## config.mk

```make
export PLATFORM = sky130hd
export DESIGN_NAME = irq_arb
export DESIGN_NICKNAME = d
export VERILOG_FILES = /design/src/rtl/irq_arb.sv
export SDC_FILE = /design/constraint.sdc
export NUM_CORES = 1
export LEC_CHECK = 0
export ABC_AREA = 1
export CAP_MARGIN = 10
export CELL_PAD_IN_SITES_DETAIL_PLACEMENT = 1
export CELL_PAD_IN_SITES_GLOBAL_PLACEMENT = 2
export CORE_MARGIN = 2
export CORE_UTILIZATION = 23
export DETAILED_ROUTE_END_ITERATION = 6
export GPL_TIMING_DRIVEN = 1
export PLACE_DENSITY = 0.76
export SLEW_MARGIN = 20
export SYNTH_ARGS = -nofsm -noshare
export SYNTH_HDL_FRONTEND = slang
export SYNTH_SLANG_ARGS = --single-unit
export TNS_END_PERCENT = 5
```

## constraint.sdc

```tcl
create_clock -name clk -period 1 [get_ports clk]
set_clock_uncertainty 0.1 [all_clocks]
set_input_delay 0.2 -clock clk [delete_from_list [all_inputs] [get_ports clk]]
set_output_delay 0.2 -clock clk [all_outputs]
set_load 0.02 [all_outputs]
```

## src/rtl/irq_arb.sv

```systemverilog
// Edge-triggered interrupt arbiter with mask, global enable and CPU ack/EOI handshake.
// Define IRQ_ARB_RR_EN for round-robin arbitration; default is fixed priority (lowest index wins).
module irq_arb #(
   parameter int unsigned N_SRC = 4,
   parameter int unsigned VEC_W = 3
) (
   input  logic             clk,
   input  logic             rst_n,
   input  logic [N_SRC-1:0] irq_i,
   input  logic             mask_we,
   input  logic [N_SRC-1:0] mask_d,
   input  logic             gie,
   input  logic             cpu_ack,
   input  logic             eoi,
   output logic             irq_o,
   output logic [VEC_W-1:0] vec_o,
   output logic [N_SRC-1:0] src_clr_o,
   output logic [N_SRC-1:0] pend_o,
   output logic [N_SRC-1:0] mask_o
);

   localparam int unsigned DBL_W = 2 * N_SRC;

   typedef enum logic [1:0] {
      IDLE = 2'd0,
      ARB  = 2'd1,
      REQ  = 2'd2,
      SVC  = 2'd3
   } state_e;

   state_e             state_q, state_d;
   logic [N_SRC-1:0]   irq_prev_q;
   logic               arm_q;
   logic [N_SRC-1:0]   pend_q, pend_d;
   logic [N_SRC-1:0]   msk_q, msk_d;
   logic               irq_req_q, irq_req_d;
   logic [VEC_W-1:0]   vec_q, vec_d;
   logic [N_SRC-1:0]   clr_q, clr_d;
   logic [N_SRC-1:0]   ack_clr;
   logic [N_SRC-1:0]   rise;
   logic [N_SRC-1:0]   cand;
   logic               win_vld;
   logic [VEC_W-1:0]   win_idx;

   // arm_q blocks a level that is already high at reset release from looking like an edge
   assign rise = irq_i & ~irq_prev_q & {N_SRC{arm_q}};
   assign cand = pend_q & msk_q;

   assign pend_d = (pend_q & ~ack_clr) | rise;
   assign msk_d  = mask_we ? mask_d : msk_q;

`ifdef IRQ_ARB_RR_EN
   logic [VEC_W-1:0]   rr_q, rr_d;
   logic [DBL_W-1:0]   cand_dbl;
   logic [N_SRC-1:0]   cand_rot;
   int unsigned        win_sum;

   // Rotate candidates so the search starts at the pointer, then pick the lowest rotated bit
   always_comb begin
      cand_dbl = {cand, cand} >> rr_q;
      cand_rot = cand_dbl[N_SRC-1:0];
      win_vld  = 1'b0;
      win_idx  = '0;
      win_sum  = 0;
      for (int i = 0; i < int'(N_SRC); i++) begin
         if (!win_vld && cand_rot[i]) begin
            win_vld = 1'b1;
            win_sum = 32'(rr_q) + 32'(i);
            if (win_sum >= N_SRC) begin
               win_sum = win_sum - N_SRC;
            end
            win_idx = VEC_W'(win_sum);
         end
      end
   end
`else
   always_comb begin
      win_vld = 1'b0;
      win_idx = '0;
      for (int i = 0; i < int'(N_SRC); i++) begin
         if (!win_vld && cand[i]) begin
            win_vld = 1'b1;
            win_idx = VEC_W'(i);
         end
      end
   end
`endif

   always_ff @(posedge clk or negedge rst_n) begin
      if (!rst_n) begin
         state_q    <= IDLE;
         irq_prev_q <= '0;
         arm_q      <= 1'b0;
         pend_q     <= '0;
         msk_q      <= '0;
         irq_req_q  <= 1'b0;
         vec_q      <= '0;
         clr_q      <= '0;
      end else begin
         state_q    <= state_d;
         irq_prev_q <= irq_i;
         arm_q      <= 1'b1;
         pend_q     <= pend_d;
         msk_q      <= msk_d;
         irq_req_q  <= irq_req_d;
         vec_q      <= vec_d;
         clr_q      <= clr_d;
      end
   end

`ifdef IRQ_ARB_RR_EN
   always_ff @(posedge clk or negedge rst_n) begin
      if (!rst_n) begin
         rr_q <= '0;
      end else begin
         rr_q <= rr_d;
      end
   end
`endif

   // Next-state and output decode; REQ holds the vector regardless of later mask/gie changes
   always_comb begin
      state_d   = state_q;
      irq_req_d = irq_req_q;
      vec_d     = vec_q;
      clr_d     = '0;
      ack_clr   = '0;
`ifdef IRQ_ARB_RR_EN
      rr_d      = rr_q;
`endif
      unique case (state_q)
         IDLE: begin
            if (gie && (|cand)) begin
               state_d = ARB;
            end
         end
         ARB: begin
            if (win_vld) begin
               vec_d     = win_idx;
               irq_req_d = 1'b1;
               state_d   = REQ;
            end else begin
               state_d = IDLE;
            end
         end
         REQ: begin
            if (cpu_ack) begin
               irq_req_d = 1'b0;
               state_d   = SVC;
               if (32'(vec_q) < N_SRC) begin
                  ack_clr = N_SRC'(1) << vec_q;
                  clr_d   = ack_clr;
`ifdef IRQ_ARB_RR_EN
                  if (32'(vec_q) + 32'd1 >= N_SRC) begin
                     rr_d = '0;
                  end else begin
                     rr_d = vec_q + VEC_W'(1);
                  end
`endif
               end
            end
         end
         SVC: begin
            if (eoi) begin
               state_d = IDLE;
            end
         end
         default: begin
            state_d = IDLE;
         end
      endcase
   end

   assign irq_o     = irq_req_q;
   assign vec_o     = vec_q;
   assign src_clr_o = clr_q;
   assign pend_o    = pend_q;
   assign mask_o    = msk_q;

endmodule

```

After elaboration in Yosys (flattened, before gate mapping). Cells that the tools add are included.

Bits in registers: 23. Latch bits: 0. Memory bits (writable): 0. Memory bits (read-only): 0. Input port bits: 14. Word-level logic and storage cells: 55. Memories kept: 0.

Add/sub/neg operators: 0. Multipliers: 0. Divide/modulo/power cells: 0. Order comparisons: 1. Equal/unequal tests: 7. Shift operators: 1. Muxes and demuxes: 18. Bitwise operators: 7. Reductions and logical operators: 13.

Operators with widths (count): 4-bit bitwise AND (4); 4-bit two-way mux (3); 2-bit two-way mux (4); 2-bit != test, second input constant (4); 4-bit inverter (2); 2-bit case mux with 4 select lines (1); 1-bit two-way mux (7); 3-bit two-way mux (2); 3-bit AND reduction (2); 2-bit == test, second input constant (2); 1-bit logical AND (4); 4-bit OR (1); 4-bit OR reduction (1); 1-bit by 3-bit << shifter with 4-bit output, first input constant (1); 1-bit logical NOT (3); 3-bit less-than comparator, second input constant (1); 2-bit by 1-bit == test with 1-bit output, second input constant (1); 2-bit logical NOT (1); 1-bit case mux with 2 select lines (1); 2-bit AND reduction (1); 2-bit nonzero test (1).

Depth between registers and ports, before layout.
Depth in word-level cells: 13. Gate-level depth with buffers: 8. Depth with buffers taken out: 8.

Worst setup path after synthesis. Ideal clock, no wire load.

Kind: reg2reg. Start point: register msk_q[1], in the netlist mask_o[1]. End point: register vec_q[1], in the netlist vec_o[1]. Library setup time: 0.142 ns. Data arrival time: 0.952 ns. Path slack: -0.194 ns. Cell stages (with the launch flop): 5. Buffers on the path: 0. Cell sequence: dfrtp_1 -> nand2_1 -> nand2_1 -> o21ai_1 -> a22oi_1.

Longest elaborated chain between the ends: 10. Elaborated cells on any way between the ends: 12. Classes of those cells: mux: 5; bitwise: 1; reduce/logical: 6.

RTL lines: start: declaration (RTL line 35) `logic [N_SRC-1:0] msk_q, msk_d;`; start signal: assignment (RTL line 104) `msk_q <= msk_d;`; 4-bit bitwise AND * (RTL line 47) `assign cand = pend_q & msk_q;`; 1-bit logical AND * (RTL line 81) `if (!win_vld && cand[i]) begin`; 1-bit two-way mux * (RTL line 81); 1-bit logical NOT (RTL line 81); 1-bit logical AND (RTL line 81); 1-bit two-way mux (RTL line 81); 1-bit logical NOT (RTL line 81); 1-bit logical AND (RTL line 81); 1-bit two-way mux (RTL line 81); 2-bit AND reduction (no line); end signal: assignment (RTL line 106) `vec_q <= vec_d;`; end: declaration (RTL line 37) `logic [VEC_W-1:0] vec_q, vec_d;`.

Every way passes the cells marked *; elsewhere a longest branch is shown, timed or not. A chain may end at the register's enable or synchronous reset.

==> results.txt <==
For the finished layout, the period the worst path requires is about 1.2 ns. The number of nets in the layout came out at ~150. For the worst setup path, the data arrival time is 1.33 ns.

The cell sitting at the root of the clock tree is a sky130_fd_sc_hd__clkbuf_8. The global route total overflow is 0. The first-pass GRT wire length came out at a little under 4000 um. The post-synthesis share of cell area spent on and, or, nand and nor gates came out at about a fifth.

The number of unique standard cell types used by synthesis is 15. Routability-driven placement finished with a final weighted congestion of approximately 0.68. The number of max-cap violations is 0. The pin count of the biggest net entering global routing came out at 23.

The library cells used most frequently in the layout, excluding fill and tap cells, are sky130_fd_sc_hd__dfrtp_1, sky130_fd_sc_hd__buf_4, sky130_fd_sc_hd__nand2_1. The count of placed standard cells in the final layout, fillers left out came out at around 180. 0 antenna diodes ended up in the layout.

From left edge to right edge, the die measures roughly 65 um. The vias per cell is 4.04. The post-synthesis cell area is 868 um2. Clock latency on the worst-skew pair, taken at its later pin, is 0.26 ns.

The post-synthesis register bit count is 22. TritonCTS built the clock tree. The level count of the clock H-tree came out at 1. The required time of the critical path came out at ~1.1 ns.

The number of nets in the synthesized netlist is 98. The final count of pins violating max slew is 0. Setup repair after global routing could not meet its margin everywhere. 30 I/O pins were placed. The worst setup margin came out at -0.229 ns.

The number of cells after detailed placement is between 150 and 200. In this run the worst path has a maximum fanout of 2. The worst setup path is launched from a flip-flop. The setup TNS is -3.53 ns. The core box area came out at 3630 um2. The number of search-and-repair iterations in the first detailed-routing pass came out at 3. The total via count after detailed routing came out at approximately 740. Wires add up to ~2200 um. The worst hold path class is in2async. In this run the vertical extent of the chip is between 60 and 70 um. The share of the clock period used by the worst path came out at 123%.

The effective utilization at floorplan is between 20% and 30%. The total leakage power is 0.714 nW. The final routed wire length divided by cell count came out at about 12 um.

The checks that failed: negative setup slack. The total DRC errors in the routed layout came out at 0. The critical setup path kind is reg2reg. Summing the areas of all fa, ha and maj instances in the mapped netlist gives 0% of the synthesized area. The overall die area is roughly 4300 um2. Counting the buffers created by CTS gives 3. Based on the critical path, the design can be clocked at up to ~0.8 GHz. The cts-stage hold buffer count is 0. The clock slew seen by the registers of the worst setup and hold paths came out at 0.07 ns. The share of layout cells above drive strength 1 came out at between 40% and 50%. Measured against the total synthesized area, the mux share comes to about 5.2%. The number of hold violations in the final report is 0.

The parity-gate share of the synthesized area counting xor and xnor cells came out at 0%. After synthesis, the largest family of logic cells by area is simple AND/OR/NAND/NOR gates. The part of the Yosys area used for sequential elements came out at between 60 and 70%. The row count came out at 22. The area overhead of the layout relative to synthesis is 67.6%. The average instance in the mapped netlist occupies ~10 um2. The number of buffer cells added on primary ports came out at 28.

Setup violations remaining at the end of the flow were counted as 30. STA classifies the critical path endpoint as a flip-flop. The number of sinks handled by clock tree synthesis is 22. In the synthesized netlist, the number of instances is between 80 and 90. The run finished, with violations left. The number of global-route vias before repair was between 800 and 900. The peak ir drop on the vdd network came out at between 0.6 and 0.7 mV. The number of buffers on the longest clock path came out at 2. The number of nets with antenna violations after routing is 0. Dividing total power by cell area gives a power density of between 2000 and 3000 nW/um2. The number of DRC markers in iteration 0 came out at 6. The HPWL after detailed placement is ~1700 um.

The number of warning messages in the yosys log is 0. The initial antenna violation count came out at 0. The area fraction in compound gates after synthesis is around 5.5%. Across every metal layer, demand over resource in global routing totals between 10% and 20%.
## final cells by class
cell class	count	area (um2)
multi-input combinational	50	333
sequential	22	561
clock buffer	4	55.1
timing repair buffer	47	405
inverter	11	41.3
fill	432	2180
tap	48	60.1
## per-stage QoR
step | utilization, % | area [um2] | hold slack [ns] | power, mW | setup WS (ns)
2_1_floorplan | - | 890 | -0.196 | 2.05 | -0.104
3_3_place_gp | 37.7 | 1370 | 0.385 | 2.96 | -0.322
3_5_place_dp | 37.7 | 1370 | 0.388 | 3.02 | -0.367
4_1_cts | 39.0 | 1420 | 0.192 | 3.68 | -0.227
5_1_grt | 40.0 | 1460 | 0.200 | 4.06 | -0.323
6_report | 40.0 | 1460 | 0.186 | 3.79 | -0.229
## cells in the mapped netlist
cell / number / area share (%)
sky130_fd_sc_hd__inv_1: 11 / 4.8
sky130_fd_sc_hd__dfrtp_1: 22 / 63
sky130_fd_sc_hd__nand3b_1: 1 / 0.86
sky130_fd_sc_hd__nor2_1: 6 / 2.6
sky130_fd_sc_hd__nor2_2: 1 / 0.72
sky130_fd_sc_hd__o21ai_1: 6 / 3.5
sky130_fd_sc_hd__nand2_2: 1 / 0.72
sky130_fd_sc_hd__nand3_1: 3 / 1.7
sky130_fd_sc_hd__conb_1: 2 / 0.86
sky130_fd_sc_hd__a22oi_1: 1 / 0.86
sky130_fd_sc_hd__mux2_2: 4 / 5.2
sky130_fd_sc_hd__nor3_2: 4 / 4.6
sky130_fd_sc_hd__o21ai_0: 2 / 1.2
sky130_fd_sc_hd__buf_4: 1 / 0.86
sky130_fd_sc_hd__nand2_1: 19 / 8.2
## layer usage
layer	part of all wire (%)	wire length [um]	GRT usage, %	up-vias
met5	0	0	0	-
met3	3.9	87	1.88	5
met1	39	885	14.2	352
met4	2.5	55	6.25	0
met2	54	1210	21.3	20
li1	-	-	-	359
## kinds of logic (layout without fill, tap and decap cells)
family                 after synthesis  in the layout
AOI/OAI and AO/OA                    9              9
buffers and inverters               12             62
DFF                                 22             22
muxes                                4              4
other                                2              2
and+or+nand+nor                     35             35
## report_power, final
| group | switching (mW) | internal [mW] |
|---|---|---|
| Clock | 0.272 | 0.351 |
| Sequential | 0.170 | 1.13 |
| Combinational | 0.963 | 0.906 |
## registers in the layout, indices dropped and copies added, names as in the netlist, named ones only
name        cells
pend_o          4
src_clr_o       4
irq_prev_q      4
state_q         1
vec_o           2
irq_o           1
mask_o          4
arm_q           1
## path summary, 6_finish.rpt
path                                      endpoint                    start  cells past startpoint  slack [ns]
hold reg to reg                pend_o[3]$_DFF_PN0_  irq_prev_q[3]$_DFF_PN0_                      3        0.39
setup / recovery                         flip-flop      pend_o[2]$_DFF_PN0_                      8       -0.23
max in group asynchronous      pend_o[2]$_DFF_PN0_                    rst_n                      2        0.47
hold / removal                     arm_q$_DFF_PN0_                    rst_n                      2        0.19
min in group clk           irq_prev_q[2]$_DFF_PN0_                 irq_i[2]                      1        0.31
setup reg to reg                         flip-flop      pend_o[2]$_DFF_PN0_                      8       -0.23
## worst max-delay path: stages, from the launching register on
cell and delay, ns:
sky130_fd_sc_hd__dfrtp_2 0.43, sky130_fd_sc_hd__buf_6 0.13, sky130_fd_sc_hd__nand2_4 0.07, sky130_fd_sc_hd__nand2_4 0.06, sky130_fd_sc_hd__o21ai_2 0.13, sky130_fd_sc_hd__nand2_1 0.08, sky130_fd_sc_hd__nand3_1 0.07, sky130_fd_sc_hd__nand2_1 0.05
sky130_fd_sc_hd__nand2_1 0.05
## what timing repair did
item	4_1_cts	5_1_grt
gates cloned	0	0
buffers inserted	0	1
gates resized for setup	77	10
pin swaps	4	1
setup endpoints to repair	32	31
No activity file was read; power rests on OpenSTA's default activity.
